--- src/rtl/abc_seq_driver.sv ---
// Purpose : initiator for the a/b/c -> d handshake. It drives a programmed sequence
//           of 3-bit steps onto a/b/c, then waits a bounded time for d to reach the
//           expected level and reports pass or timeout.
// Latency : step 0 appears 1 cycle after start. Each step is held max(hold,1) cycles.
//           done_o pulses 1 cycle after the decisive d sample.
// Backpressure : none. start_i is accepted only in IDLE and is otherwise dropped (not queued).
// Ports   : clk/rst_n (async active-low); start_i, pattern_i, hold_i, expect_i, timeout_i
//           are latched on start; d_i is the responder return line; a_o/b_o/c_o are the
//           driven lines; busy_o, done_o, pass_o, timeout_o report status.
module abc_seq_driver #(
  parameter int STEPS  = 4,
  parameter int HOLD_W = 4,
  parameter int TO_W   = 8
) (
  input  logic                 clk,
  input  logic                 rst_n,
  input  logic                 start_i,
  input  logic [3*STEPS-1:0]   pattern_i,
  input  logic [HOLD_W-1:0]    hold_i,
  input  logic                 expect_i,
  input  logic [TO_W-1:0]      timeout_i,
  input  logic                 d_i,
  output logic                 a_o,
  output logic                 b_o,
  output logic                 c_o,
  output logic                 busy_o,
  output logic                 done_o,
  output logic                 pass_o,
  output logic                 timeout_o
);

  localparam int SW = (STEPS > 1) ? $clog2(STEPS) : 1;
  localparam logic [SW-1:0] LAST_STEP = SW'(STEPS - 1);

  typedef enum logic [1:0] {IDLE, DRIVE, WAIT, DONE} state_t;

  state_t               state;
  logic [3*STEPS-1:0]   pat_q;
  logic [HOLD_W-1:0]    hold_q;
  logic                 exp_q;
  logic [TO_W-1:0]      to_q;
  logic [SW-1:0]        step_q;
  logic [HOLD_W-1:0]    hcnt_q;
  logic [TO_W-1:0]      wcnt_q;

  logic [SW-1:0]        step_nxt;
  logic [2:0]           nxt_bits;

  assign step_nxt = step_q + 1'b1;

  // Pattern slice for the following step; a mux over constant slices keeps the
  // index arithmetic out of the datapath.
  always_comb begin
    nxt_bits = pat_q[2:0];
    for (int k = 0; k < STEPS; k++) begin
      if (SW'(k) == step_nxt) nxt_bits = pat_q[3*k +: 3];
    end
  end

  always_ff @(posedge clk or negedge rst_n) begin
    if (!rst_n) begin
      state     <= IDLE;
      pat_q     <= '0;
      hold_q    <= '0;
      exp_q     <= 1'b0;
      to_q      <= '0;
      step_q    <= '0;
      hcnt_q    <= '0;
      wcnt_q    <= '0;
      a_o       <= 1'b0;
      b_o       <= 1'b0;
      c_o       <= 1'b0;
      busy_o    <= 1'b0;
      done_o    <= 1'b0;
      pass_o    <= 1'b0;
      timeout_o <= 1'b0;
    end else begin
      done_o <= 1'b0;
      case (state)
        IDLE: begin
          if (start_i) begin
            pat_q     <= pattern_i;
            // A hold of 0 behaves exactly like a hold of 1.
            hold_q    <= (hold_i == '0) ? HOLD_W'(1) : hold_i;
            exp_q     <= expect_i;
            to_q      <= timeout_i;
            step_q    <= '0;
            hcnt_q    <= '0;
            wcnt_q    <= '0;
            pass_o    <= 1'b0;
            timeout_o <= 1'b0;
            busy_o    <= 1'b1;
            {c_o, b_o, a_o} <= pattern_i[2:0];
            state     <= DRIVE;
          end
        end
        DRIVE: begin
          if (hcnt_q == hold_q - 1'b1) begin
            hcnt_q <= '0;
            if (step_q == LAST_STEP) begin
              // The last step's value stays on a/b/c throughout WAIT.
              state <= WAIT;
            end else begin
              step_q <= step_nxt;
              {c_o, b_o, a_o} <= nxt_bits;
            end
          end else begin
            hcnt_q <= hcnt_q + 1'b1;
          end
        end
        WAIT: begin
          // A match is checked first, so it wins over expiry on the final sample.
          if (d_i == exp_q) begin
            state     <= DONE;
            pass_o    <= 1'b1;
            timeout_o <= 1'b0;
            done_o    <= 1'b1;
            busy_o    <= 1'b0;
            {c_o, b_o, a_o} <= 3'b000;
          end else if (wcnt_q == to_q) begin
            state     <= DONE;
            pass_o    <= 1'b0;
            timeout_o <= 1'b1;
            done_o    <= 1'b1;
            busy_o    <= 1'b0;
            {c_o, b_o, a_o} <= 3'b000;
          end else begin
            wcnt_q <= wcnt_q + 1'b1;
          end
        end
        DONE: begin
          state <= IDLE;
        end
        default: begin
          state <= IDLE;
        end
      endcase
    end
  end

endmodule
--- config.mk ---
export PLATFORM = sky130hd
export DESIGN_NAME = abc_seq_driver
export DESIGN_NICKNAME = d
export VERILOG_FILES = /design/src/rtl/abc_seq_driver.sv
export SDC_FILE = /design/constraint.sdc
export NUM_CORES = 1
export LEC_CHECK = 0
export CORE_ASPECT_RATIO = 1.4
export CORE_MARGIN = 10
export CORE_UTILIZATION = 48
export CTS_BUF_LIST = sky130_fd_sc_hd__clkbuf_16
export DETAILED_ROUTE_END_ITERATION = 8
export GPL_TIMING_DRIVEN = 0
export PLACE_DENSITY = 0.71
export SYNTH_ARGS = -nofsm -noshare
export SYNTH_HDL_FRONTEND = slang
export SYNTH_SLANG_ARGS = --single-unit
--- constraint.sdc ---
create_clock -name clk -period 2.7 [get_ports clk]
set_clock_uncertainty 0.2 [all_clocks]
set_input_delay 0.54 -clock clk [delete_from_list [all_inputs] [get_ports clk]]
set_output_delay 0.54 -clock clk [all_outputs]
set_load 0.005 [all_outputs]
==> tab_implementation.tex <==
\begin{tabular}{lr}
\hline
Metric & Value \\
\hline
\multicolumn{2}{l}{\textbf{Placement}} \\
Buffers added on ports & 35 \\
Final Wtd Congestion & 0.8681 \\
Instance count after placement with tap cells included & 347 \\
HPWL after detailed placement & 4.477 mm \\
Worst slack at placement & -0.08618 ns \\
\multicolumn{2}{l}{\textbf{Final layout}} \\
Final cell count without fillers & 356 \\
Ratio of cells with drive above 1 in the final layout & 15.86\% \\
Synthesis-to-finish area growth & 23.53\% \\
Antenna diode instance count & 0 \\
Fill count & 473 \\
Final nets & 330 \\
\multicolumn{2}{l}{\textbf{Clock tree}} \\
Longest Clk Path Bufs & 2 \\
Max H-tree Level & 2 \\
Clock slew seen by the registers of the worst setup and hold paths & 0.07 ns \\
Post-cts repair resize count & 0 \\
Worst-Skew Late Latency & 0.28 ns \\
Setup bufs post-CTS & 0 \\
Clock buffers created by TritonCTS & 5 \\
CTS tree & yes \\
Clock net sink count & 48 \\
Clock root buffer & clkbuf\_16 \\
\multicolumn{2}{l}{\textbf{STA}} \\
Final critical-path share of the clock period & 94.48\% \\
RSZ-0062 raised after global routing & no \\
Worst slew margin relative to its limit & 56.95\% \\
Min cycle time layout & 2.551 ns \\
Setup-violating endpoint count in the final report & 0 \\
Final hold violation count & 0 \\
Final-report max-slew violation count & 0 \\
Crit path setup slack, layout & 0.1491 ns \\
Slew at the pin closest to its max-slew limit & 0.6415 ns \\
Maximum clock frequency & 392.0 MHz \\
Worst hold slack across all endpoints & 0.2787 ns \\
\multicolumn{2}{l}{\textbf{Worst setup path}} \\
Cell with the largest stage delay on the worst path & nor3\_1 \\
Maximum net fanout on the critical path & 3 \\
Data required time at the worst endpoint & 2.68 ns \\
Crit Path Category & register to register \\
Buffers \& Inverters on Critical Path & 1 \\
Arrival time at the worst endpoint & 2.53 ns \\
Startpoint kind of the worst setup timing path & register \\
Highest cell delay on the worst timing path & 0.50 ns \\
Family with the most delay on the worst path & simple AND/OR/NAND/NOR gates \\
Worst setup EP type & register \\
Cells traversed along the worst timing path & inv\_1 -> ha\_1 -> xor3\_1 -> nor3\_4 -> a21boi\_2 -> nor3\_1 -> mux2\_2 \\
\multicolumn{2}{l}{\textbf{Synth}} \\
Number of distinct library cell variants in the gate-level netlist after synthesis & 48 \\
Synth warnings & 0 \\
Number of instances in the synthesized netlist & 245 \\
Most repeated cell in the gate-level netlist after synthesis & dfrtp\_1 \\
Post-synthesis sequential element count & 48 \\
Total standard cell area after synthesis & 2643 um2 \\
Share of Yosys cell area claimed by the top area cell type & 45.45\% \\
Count of flip-flops with a built-in enable after synthesis & 0 \\
Share of flip-flops with an asynchronous set or reset after synthesis & 100.0\% \\
Biggest area contributors in the synthesized netlist & dfrtp\_1 45\%, mux2\_2 10\%, ha\_1 5.7\%, xor2\_1 3.0\%, nand2\_1 2.7\% \\
Mapped Avg Cell Area & 10.79 um2 \\
Sequential element share of the synthesized area & 45.45\% \\
Commonest cells post-synth & 48 x dfrtp\_1, 24 x mux2\_2, 19 x nand2\_1, 15 x inv\_1, 14 x a21oi\_1 \\
Synth Net Count & 286 \\
Most area-hungry cell type in the Yosys netlist & dfrtp\_1 \\
Leading register cell type out of synthesis & dfrtp\_1 \\
\multicolumn{2}{l}{\textbf{GRT}} \\
GR met1 Demand/Resource & 14.96\% \\
Combined global-route utilization of all metal layers & 13.64\% \\
Global-route met3 utilization & 2.676\% \\
Vias in the first global route & 2124 \\
First-pass GRT wire length & 9.742 mm \\
GRT Max-Usage Layer & met2 \\
Met2 Usage GRT & 24.23\% \\
Maximum number of pins on one net before global-route repair & 35 \\
Antenna violations before repair & 0 \\
Global route total overflow & 0 \\
\multicolumn{2}{l}{\textbf{Min path}} \\
Min-Delay Path Class & register to register \\
\multicolumn{2}{l}{\textbf{Power}} \\
Share of total power in the clock network & 18.7\% \\
Fraction of power spent switching nets & 37.09\% \\
PwrDens & 1136 nW/um2 \\
Proportion of power drawn by combinational gates & 47.7\% \\
Switching component of the power & 1.375 mW \\
Overall power after layout & 3.707 mW \\
Internal Dissipation & 2.332 mW \\
Worst IR Drop VDD & 0.0004937 V \\
Sequential share of power & 33.6\% \\
Leakage power figure & 1.493 nW \\
\multicolumn{2}{l}{\textbf{Route}} \\
Total Routed Length & 5.822 mm \\
Count of vias placed by the detailed router & 1975 \\
Post-DRT Antenna Nets & 0 \\
First DRT Iteration DRCs & 95 \\
Post-route DRC & 0 \\
Via density per instance & 5.548 \\
WL per Instance & 16.35 um \\
Total iterations of the first detailed-routing run & 4 \\
\multicolumn{2}{l}{\textbf{Die}} \\
DIE AREA & 8915 um2 \\
Number of rows created at floorplan & 31 \\
Die Span X & 82.71 um \\
Starting density of the core & 50.09\% \\
Ports & 36 \\
Floorplan die height & 107.8 um \\
CORE AREA & 5275 um2 \\
\multicolumn{2}{l}{\textbf{Job}} \\
Max-cap check violation count & 0 \\
\multicolumn{2}{l}{\textbf{Outcome}} \\
Run status & complete, no violations \\
\hline
\end{tabular}
==> worst min-delay path, cell delays in order, from the launching register on <==
cell     delay (ns)
dfrtp_1        0.34
nand2_1        0.04
o21ai_0        0.06
==> final timing paths <==
check	start	endpoint	slack, ns	depth (start not counted)
setup / recovery	hold_q[0]	c_o	0.15	7
hold / removal	pat_q[1]	pat_q[1]	0.28	2
setup reg to reg	hold_q[0]	c_o	0.15	7
hold reg to reg	pat_q[1]	pat_q[1]	0.28	2
max in group asynchronous	rst_n	timeout_o	1.30	3
min in group asynchronous	rst_n	hcnt_q[2]	0.50	2
==> layer usage <==
metal  share of wire, %  wire [um]  vias up
li1                   -          -      956
met3                3.4        199       13
met1                 41       2363      964
met4                2.4        138        0
met5                  0          0        -
met2                 54       3121       42
==> registers in the layout (all words and copies together), names as in the netlist, 2 cells and up <==
name	cells
pat_q	12
to_q	8
state	2
hcnt_q	4
hold_q	4
step_q	2
wcnt_q	8
==> metrics by stage <==
stage | setup TNS (ns) | utilization, % | instance area, um2
final | 0 | 61.88 | 3264
after floorplan | 0 | - | 2643
after global placement | -24.91 | 58.30 | 3075
after CTS | 0 | 61.88 | 3264
after detailed placement | -0.2542 | 58.59 | 3090
after global routing | 0 | 61.88 | 3264
==> area by class of cell <==
cell class                 count  area [um2]  share of cell area (%)
multi-input combinational    171        1340                   41.05
sequential                    48        1201                   36.80
timing repair buffer          37       375.4                   11.50
clock buffer                   5       125.1                   3.833
tap                           66       82.58                   2.530
inverter                      16       60.06                   1.840
buffer                        10       41.29                   1.265
clock inverter                 3       38.79                   1.188
==> repair_timing <==
action / 4_1_cts / 5_1_grt
endpoints found under the hold margin: 14 / 0
setup endpoints to repair: 0 / 0
hold buffers: 1 / 0
==> cells in the final DEF (no fill, tap or decap), types with 5 or more instances in the layout <==
| cell type | instances |
|---|---|
| clkbuf_1 | 7 |
| mux2i_1 | 7 |
| xor2_1 | 9 |
| dfrtp_1 | 48 |
| nor3_1 | 8 |
| clkdlybuf4s50_1 | 34 |
| a21oi_1 | 14 |
| nand2_1 | 19 |
| o21ai_0 | 8 |
| nor2b_1 | 5 |
| mux2_2 | 24 |
| ha_1 | 12 |
| inv_1 | 16 |
| clkbuf_16 | 5 |
| nor2_1 | 7 |
==> kinds of logic after synthesis <==
logic type | after synthesis | share of synthesized area, %
xor gates and xnor gates | 14 | 5.208
buffers and inverters | 26 | 3.835
AOI/OAI and AO/OA | 53 | 13.59
muxes | 32 | 13.45
DFF | 48 | 45.45
adders and majority gates | 12 | 5.682
and+or+nand+nor | 60 | 12.79
==> power by group through the flow <==
stage	clock network [mW]	registers [mW]	logic (mW)
5_1_grt	0.733	1.29	1.96
6_report	0.692	1.25	1.77
4_1_cts	0.713	1.25	1.79
3_3_place_gp	0	1.25	1.72
2_1_floorplan	0	1.20	1.35
3_5_place_dp	0	1.26	1.78
Power figures use the tool's default switching activity.
